[config.mk]
export PLATFORM = sky130hd
export DESIGN_NAME = mem_arbiter
export DESIGN_NICKNAME = d
export VERILOG_FILES = /design/src/rtl/mem_arbiter_pkg.sv /design/src/rtl/mem_arb_watchdog.sv /design/src/rtl/mem_arbiter.sv
export SDC_FILE = /design/constraint.sdc
export NUM_CORES = 1
export LEC_CHECK = 0
export ABC_AREA = 1
export BUFFER_PORTS_ARGS = -buffer_cell sky130_fd_sc_hd__buf_2
export CAP_MARGIN = 10
export CORE_AREA = 10 10 632 634
export CTS_CLUSTER_SIZE = 24
export DETAILED_ROUTE_END_ITERATION = 6
export DIE_AREA = 0 0 642 644
export GPL_TIMING_DRIVEN = 0
export MAX_ROUTING_LAYER = met4
export PLACE_DENSITY = 0.34
export SLEW_MARGIN = 20
export SYNTH_ARGS = -nofsm -noshare
export SYNTH_HDL_FRONTEND = slang
export SYNTH_SLANG_ARGS = --single-unit
export TNS_END_PERCENT = 50
[constraint.sdc]
create_clock -name clk -period 2.4 [get_ports clk]
set_clock_uncertainty 0.15 [all_clocks]
set_input_delay 0.24 -clock clk [delete_from_list [all_inputs] [get_ports clk]]
set_output_delay 0.24 -clock clk [all_outputs]
set_load 0.02 [all_outputs]
[src/rtl/mem_arbiter_pkg.sv]
// Shared types for the I/D line-fill arbiter.
// Line geometry plus FSM and ownership encodings.
package mem_arbiter_pkg;

   localparam int LINE_W      = 512;
   localparam int OFFSET_BITS = 6;

   typedef enum logic [1:0] {
      IDLE,
      REQ,
      RESP
   } state_t;

   typedef enum logic {
      OWN_I,
      OWN_D
   } owner_t;

endpackage

[src/rtl/mem_arb_watchdog.sv]
// Fill watchdog: counts stalled REQ cycles and flags the final one.
// Held clear outside REQ so every fill starts from zero.
module mem_arb_watchdog #(
   parameter int TIMEOUT = 255
) (
   input  logic clk,
   input  logic rst,
   input  logic clr,
   input  logic en,
   output logic expired
);

   localparam logic [7:0] LAST = 8'(TIMEOUT - 1);

   logic [7:0] count;

   always_ff @(posedge clk or negedge rst) begin
      if (!rst) begin
         count <= '0;
      end else if (clr) begin
         count <= '0;
      end else if (en) begin
         count <= count + 8'd1;
      end
   end

   assign expired = (count == LAST);

endmodule

[src/rtl/mem_arbiter.sv]
// Round-robin line-fill arbiter between I-cache, D-cache and the line bus.
// One fill in flight; an idle cycle separates fills as bus turnaround.
module mem_arbiter
   import mem_arbiter_pkg::*;
#(
   parameter int ADDR_W  = 32,
   parameter int TIMEOUT = 255
) (
   input  logic              clk,
   input  logic              rst,
   input  logic              i_addr_valid,
   input  logic [ADDR_W-1:0] i_addr,
   output logic              i_data_ready,
   output logic [LINE_W-1:0] i_data,
   output logic              i_err,
   input  logic              d_addr_valid,
   input  logic [ADDR_W-1:0] d_addr,
   output logic              d_data_ready,
   output logic [LINE_W-1:0] d_data,
   output logic              d_err,
   output logic              mem_addr_valid,
   output logic [ADDR_W-1:0] mem_addr,
   input  logic              mem_data_ready,
   input  logic [LINE_W-1:0] mem_data_i
);

   state_t            state;
   owner_t            owner;
   owner_t            last_grant;
   owner_t            pick;
   logic [ADDR_W-1:0] line_addr;
   logic [LINE_W-1:0] line_q;
   logic              expired;
   logic              wd_clr;
   logic              wd_en;
   logic              unused_ofs;

   assign unused_ofs = ^{i_addr[OFFSET_BITS-1:0], d_addr[OFFSET_BITS-1:0]};

   assign wd_clr = (state != REQ);
   assign wd_en  = (state == REQ) && !mem_data_ready;

   mem_arb_watchdog #(
      .TIMEOUT (TIMEOUT)
   ) u_wd (
      .clk     (clk),
      .rst     (rst),
      .clr     (wd_clr),
      .en      (wd_en),
      .expired (expired)
   );

   // On conflict the client that did not win last time goes first
   always_comb begin
      pick = OWN_D;
      if (i_addr_valid && d_addr_valid) begin
         pick = (last_grant == OWN_I) ? OWN_D : OWN_I;
      end else if (i_addr_valid) begin
         pick = OWN_I;
      end
      line_addr = {d_addr[ADDR_W-1:OFFSET_BITS], {OFFSET_BITS{1'b0}}};
      if (pick == OWN_I) begin
         line_addr = {i_addr[ADDR_W-1:OFFSET_BITS], {OFFSET_BITS{1'b0}}};
      end
   end

   always_ff @(posedge clk or negedge rst) begin
      if (!rst) begin
         state          <= IDLE;
         owner          <= OWN_I;
         last_grant     <= OWN_D;
         line_q         <= '0;
         mem_addr_valid <= 1'b0;
         mem_addr       <= '0;
         i_data_ready   <= 1'b0;
         d_data_ready   <= 1'b0;
         i_err          <= 1'b0;
         d_err          <= 1'b0;
      end else begin
         unique case (state)
            IDLE: begin
               if (i_addr_valid || d_addr_valid) begin
                  mem_addr       <= line_addr;
                  owner          <= pick;
                  last_grant     <= pick;
                  mem_addr_valid <= 1'b1;
                  state          <= REQ;
               end
            end
            REQ: begin
               // Data on the final watchdog cycle still counts as success
               if (mem_data_ready || expired) begin
                  line_q         <= mem_data_ready ? mem_data_i : '0;
                  mem_addr_valid <= 1'b0;
                  i_data_ready   <= (owner == OWN_I);
                  d_data_ready   <= (owner == OWN_D);
                  i_err          <= (owner == OWN_I) && !mem_data_ready;
                  d_err          <= (owner == OWN_D) && !mem_data_ready;
                  state          <= RESP;
               end
            end
            RESP: begin
               i_data_ready <= 1'b0;
               d_data_ready <= 1'b0;
               i_err        <= 1'b0;
               d_err        <= 1'b0;
               state        <= IDLE;
            end
            default: begin
               state <= IDLE;
            end
         endcase
      end
   end

   assign i_data = i_data_ready ? line_q : '0;
   assign d_data = d_data_ready ? line_q : '0;

endmodule

==> impl.org <==
** Outcome
- The flow ran to the end, but the final reports show violations.
- Violated checks :: setup timing

** Power and ir drop
- The share of total power dissipated in the clock network is 0.166.
- Internal portion of total power :: 36,520 uW
- Power spread over the standard cell area amounts to about 1300 nW/um^2.
- Final total power :: ~78,000 uW
- Worst vdd ir :: around 630 uV
- Leakage Power :: between 0.03 and 0.04 uW
- Part of the power in combinational logic :: 0.527
- Switching share of power :: 0.5322
- Reported net switching power :: a little over 40,000 uW
- Sequential fraction of design power :: 0.307

** Place
- HPWL Detailed :: around 280,000 um
- Gpl congestion :: around 0.93
- Number of input and output port buffers inserted :: about 1,600
- Dpl ws :: -1.389 ns
- Post-placement cell area :: roughly 44,000 um^2

** Critical path
- For the worst setup path, the data required time is roughly 2 ns.
- Category of the most critical setup path :: reg -> out
- Worst path arrival time :: roughly 2.4 ns
- The worst setup path is launched from a register.
- Peak fanout along the critical path :: 10
- Crit end category :: output port

** Cells and area
- Layout fillers :: approximately 45,000
- Post-route standard cell area excluding fillers :: between 60,000 and 70,000 um^2
- Share of layout cells above drive strength 1 :: 0.3487
- Relative to the synthesized area, the layout overhead comes to 105.8%.
- In the final design database the tool counted about 7,700 nets.

** Die
- The die is about 640 um tall.
- The die is roughly 640 um wide.
- The die covers ~410,000 um^2.
- Number of placed I/O pins :: approximately 1,600
- Starting density of the core :: 0.07608
- The floorplan step defined a core boundary enclosing 387,100 um^2.
- Floorplan row count :: 229

** Timing
- Number of setup violations in the final report :: between 1,000 and 1,500
- Final critical-path share of the clock period :: 1.179
- Final-report hold violation count :: 0
- Peak Freq :: roughly 350 MHz
- Worst Slack Setup Final :: -0.4288 ns
- The max-slew violation total from the final report came to 0.
- At the pin with the least slew margin, the transition time is slightly below 1 ns.
- Slew HR :: 0.3524
- Setup repair after global routing could not meet its margin everywhere.
- Period minus WS final :: 2.829 ns
- Hold is met by 0.09266 ns.

** Logic synthesis
- Syn avg cell area :: between 6 and 7 um^2
- Post-synth cell types :: 24
- Cell accounting for the most synthesized area :: sky130_fd_sc_hd__dfrtp_1
- Ranking of synthesized cells by instance count :: sky130_fd_sc_hd__nand2_1, sky130_fd_sc_hd__inv_1, sky130_fd_sc_hd__dfrtp_1
- The most common cell in the synthesized netlist is sky130_fd_sc_hd__nand2_1.
- The most used flip-flop cell after synthesis is sky130_fd_sc_hd__dfrtp_1.
- Number of instances in the synthesized netlist :: around 4,600
- Seq cells post-synth :: 555
- Post-synth ARST share :: 1.000
- For this run, the number of Yosys warnings is 0.
- Fraction of post-synthesis cell area in the top cell type by area :: 0.4707
- Top area cells in the synthesized netlist :: sky130_fd_sc_hd__dfrtp_1, sky130_fd_sc_hd__nand2_1, sky130_fd_sc_hd__inv_1, sky130_fd_sc_hd__buf_2, sky130_fd_sc_hd__clkbuf_1
- Summing every instance area after synthesis gives ~29,000 um^2.
- In this run, synthesis inferred 0 flip-flops with an integrated enable.
- The share of the Yosys chip area taken by registers is 0.4716.

** GRT
- Global routing finished with a remaining overflow of 0.
- For this run, the total global-route usage over all layers was measured as 0.1549.
- Entering global routing, the biggest net connects a little over 80 pins.
- Number of global-route vias before repair :: 38,060
- The first global-routing pass estimated 412,800 um of wire.
- Initial antenna violation count :: between 200 and 250

** Route
- After detailed routing, the average wire length per cell comes to approximately 26 um.
- In the routed design, unresolved DRC markers number 0.
- Once detail routing completed, the nets flagged for antenna violations numbered 0.
- Summing over every cut layer, the via total after detailed routing is just under 40,000.
- After detailed routing, the number of vias per cell comes to ~3.1.
- The first detailed-routing pass ran for 6 iterations.
- For this block, the initial DRC count from the detailed router was around 3,000.
- For this block, the routed nets add up to 328,200 um of wire.

** Job
- Number of max-cap violations :: 0

** Clocking
- The root buffer cell chosen for the clock tree is sky130_fd_sc_hd__clkbuf_16.
- The clock passes through at most 4 buffers.
- Sink count of the clock tree :: 555
- Source-to-sink clock delay at the later pin of the worst-skew pair :: 0.78 ns
- CTS tree :: done
- Post-CTS clock slew at the launch and capture registers of the worst setup and hold paths :: 0.06 ns
- Buffers inserted during clock tree synthesis total 85.
- H-tree lvl count :: 3

** Min path
- The path class of the tightest hold or removal check is in -> reg.
worst max-delay path, stage by stage, from the launching register on:
cell	delay (ns)
sky130_fd_sc_hd__dfrtp_1	0.37
sky130_fd_sc_hd__buf_8	0.13
sky130_fd_sc_hd__buf_16	0.15
sky130_fd_sc_hd__clkbuf_8	0.24
sky130_fd_sc_hd__clkbuf_4	0.23
sky130_fd_sc_hd__nand2_1	0.08
sky130_fd_sc_hd__inv_1	0.17
sky130_fd_sc_hd__buf_2	0.22
routing by layer:
layer / wire [um] / vias up / part of all wire / track usage
met2: 147900 / 1707 / 0.45 / 0.2441
met1: 144600 / 18676 / 0.44 / 0.1986
met5: 0 / - / 0 / -
li1: - / 17985 / - / -
met3: 27430 / 333 / 0.084 / 0.04332
met4: 8208 / 0 / 0.025 / 0.03048
placed cells by master, fill, tap and decap left out, types with 120 or more instances in the layout:
cell type	instances
sky130_fd_sc_hd__buf_6	229
sky130_fd_sc_hd__inv_2	182
sky130_fd_sc_hd__inv_1	847
sky130_fd_sc_hd__diode_2	138
sky130_fd_sc_hd__clkbuf_16	120
sky130_fd_sc_hd__nand2_4	127
sky130_fd_sc_hd__dlygate4sd3_1	688
sky130_fd_sc_hd__nand2_1	2392
sky130_fd_sc_hd__dfrtp_1	553
sky130_fd_sc_hd__buf_2	1402
per-stage QoR:
step	TNS (ns)	util	instances
global placement	-9382.12	0.1139	11395
floorplan	0	-	4575
global route	-407.23	0.1564	12444
detailed placement	-521.90	0.1147	11406
finish	-238.01	0.1566	12478
CTS	-522.33	0.1515	12313
sequential cells by signal, indices dropped and copies added (netlist names):
register / count
mem_addr_valid: 1
d_data_ready: 1
state: 2
u_wd.count: 8
mem_addr: 26
d_err: 1
i_data_ready: 1
owner: 1
last_grant: 1
i_err: 1
line_q: 512
final timing paths:
kind                            startpoint      endpoint  slack [ns]  cells past startpoint
max in group asynchronous              rst   line_q[415]        0.17                      6
hold reg to reg               mem_addr[12]  mem_addr[12]        0.34                      2
min in group asynchronous              rst    line_q[92]        0.46                      4
setup / recovery              d_data_ready   d_data[178]       -0.43                      7
setup reg to reg             u_wd.count[0]   line_q[138]       -0.02                     11
hold / removal             mem_data_i[256]   line_q[256]        0.09                      4
power by group through the flow:
| stage | logic (uW) | registers [uW] | clock network [uW] |
|---|---|---|---|
| floorplan | 17300 | 16700 | 0 |
| global placement | 32100 | 23700 | 0 |
| detailed placement | 32200 | 23600 | 0 |
| CTS | 39800 | 24100 | 13500 |
| global route | 44400 | 24500 | 13800 |
| finish | 41100 | 24000 | 12900 |
layout make-up:
class                      instances  area (um^2)  area share
multi-input combinational       2739        11900      0.1964
clock buffer                     117         2427     0.04005
timing repair buffer            2423        18840      0.3109
inverter                        1037         3910     0.06451
antenna                          138        345.3    0.005698
buffer                           243         2445     0.04034
sequential                       555        13890      0.2292
tap                             5197         6502      0.1073
clock inverter                    29        341.6    0.005636
cells by family after synthesis:
group,share of synthesized area
AND/OR/NAND/NOR,0.3411
buffers and inverters,0.1752
flip-flops,0.4716
AO/OA/AOI/OAI,0.01113
adder cells (fa/ha/maj),0.0008496
other,0.0001273
what timing repair did:
item | 4_1_cts | 5_1_grt
gates cloned | 22 | 10
pin swaps | 48 | 1
endpoints found under the setup margin | 1496 | 1499
buffers inserted | 51 | 18
hold endpoints to repair | 751 | 0
gates resized for setup | 1111 | 473
hold buffers | 689 | 0
No activity file was read; power rests on OpenSTA's default activity.
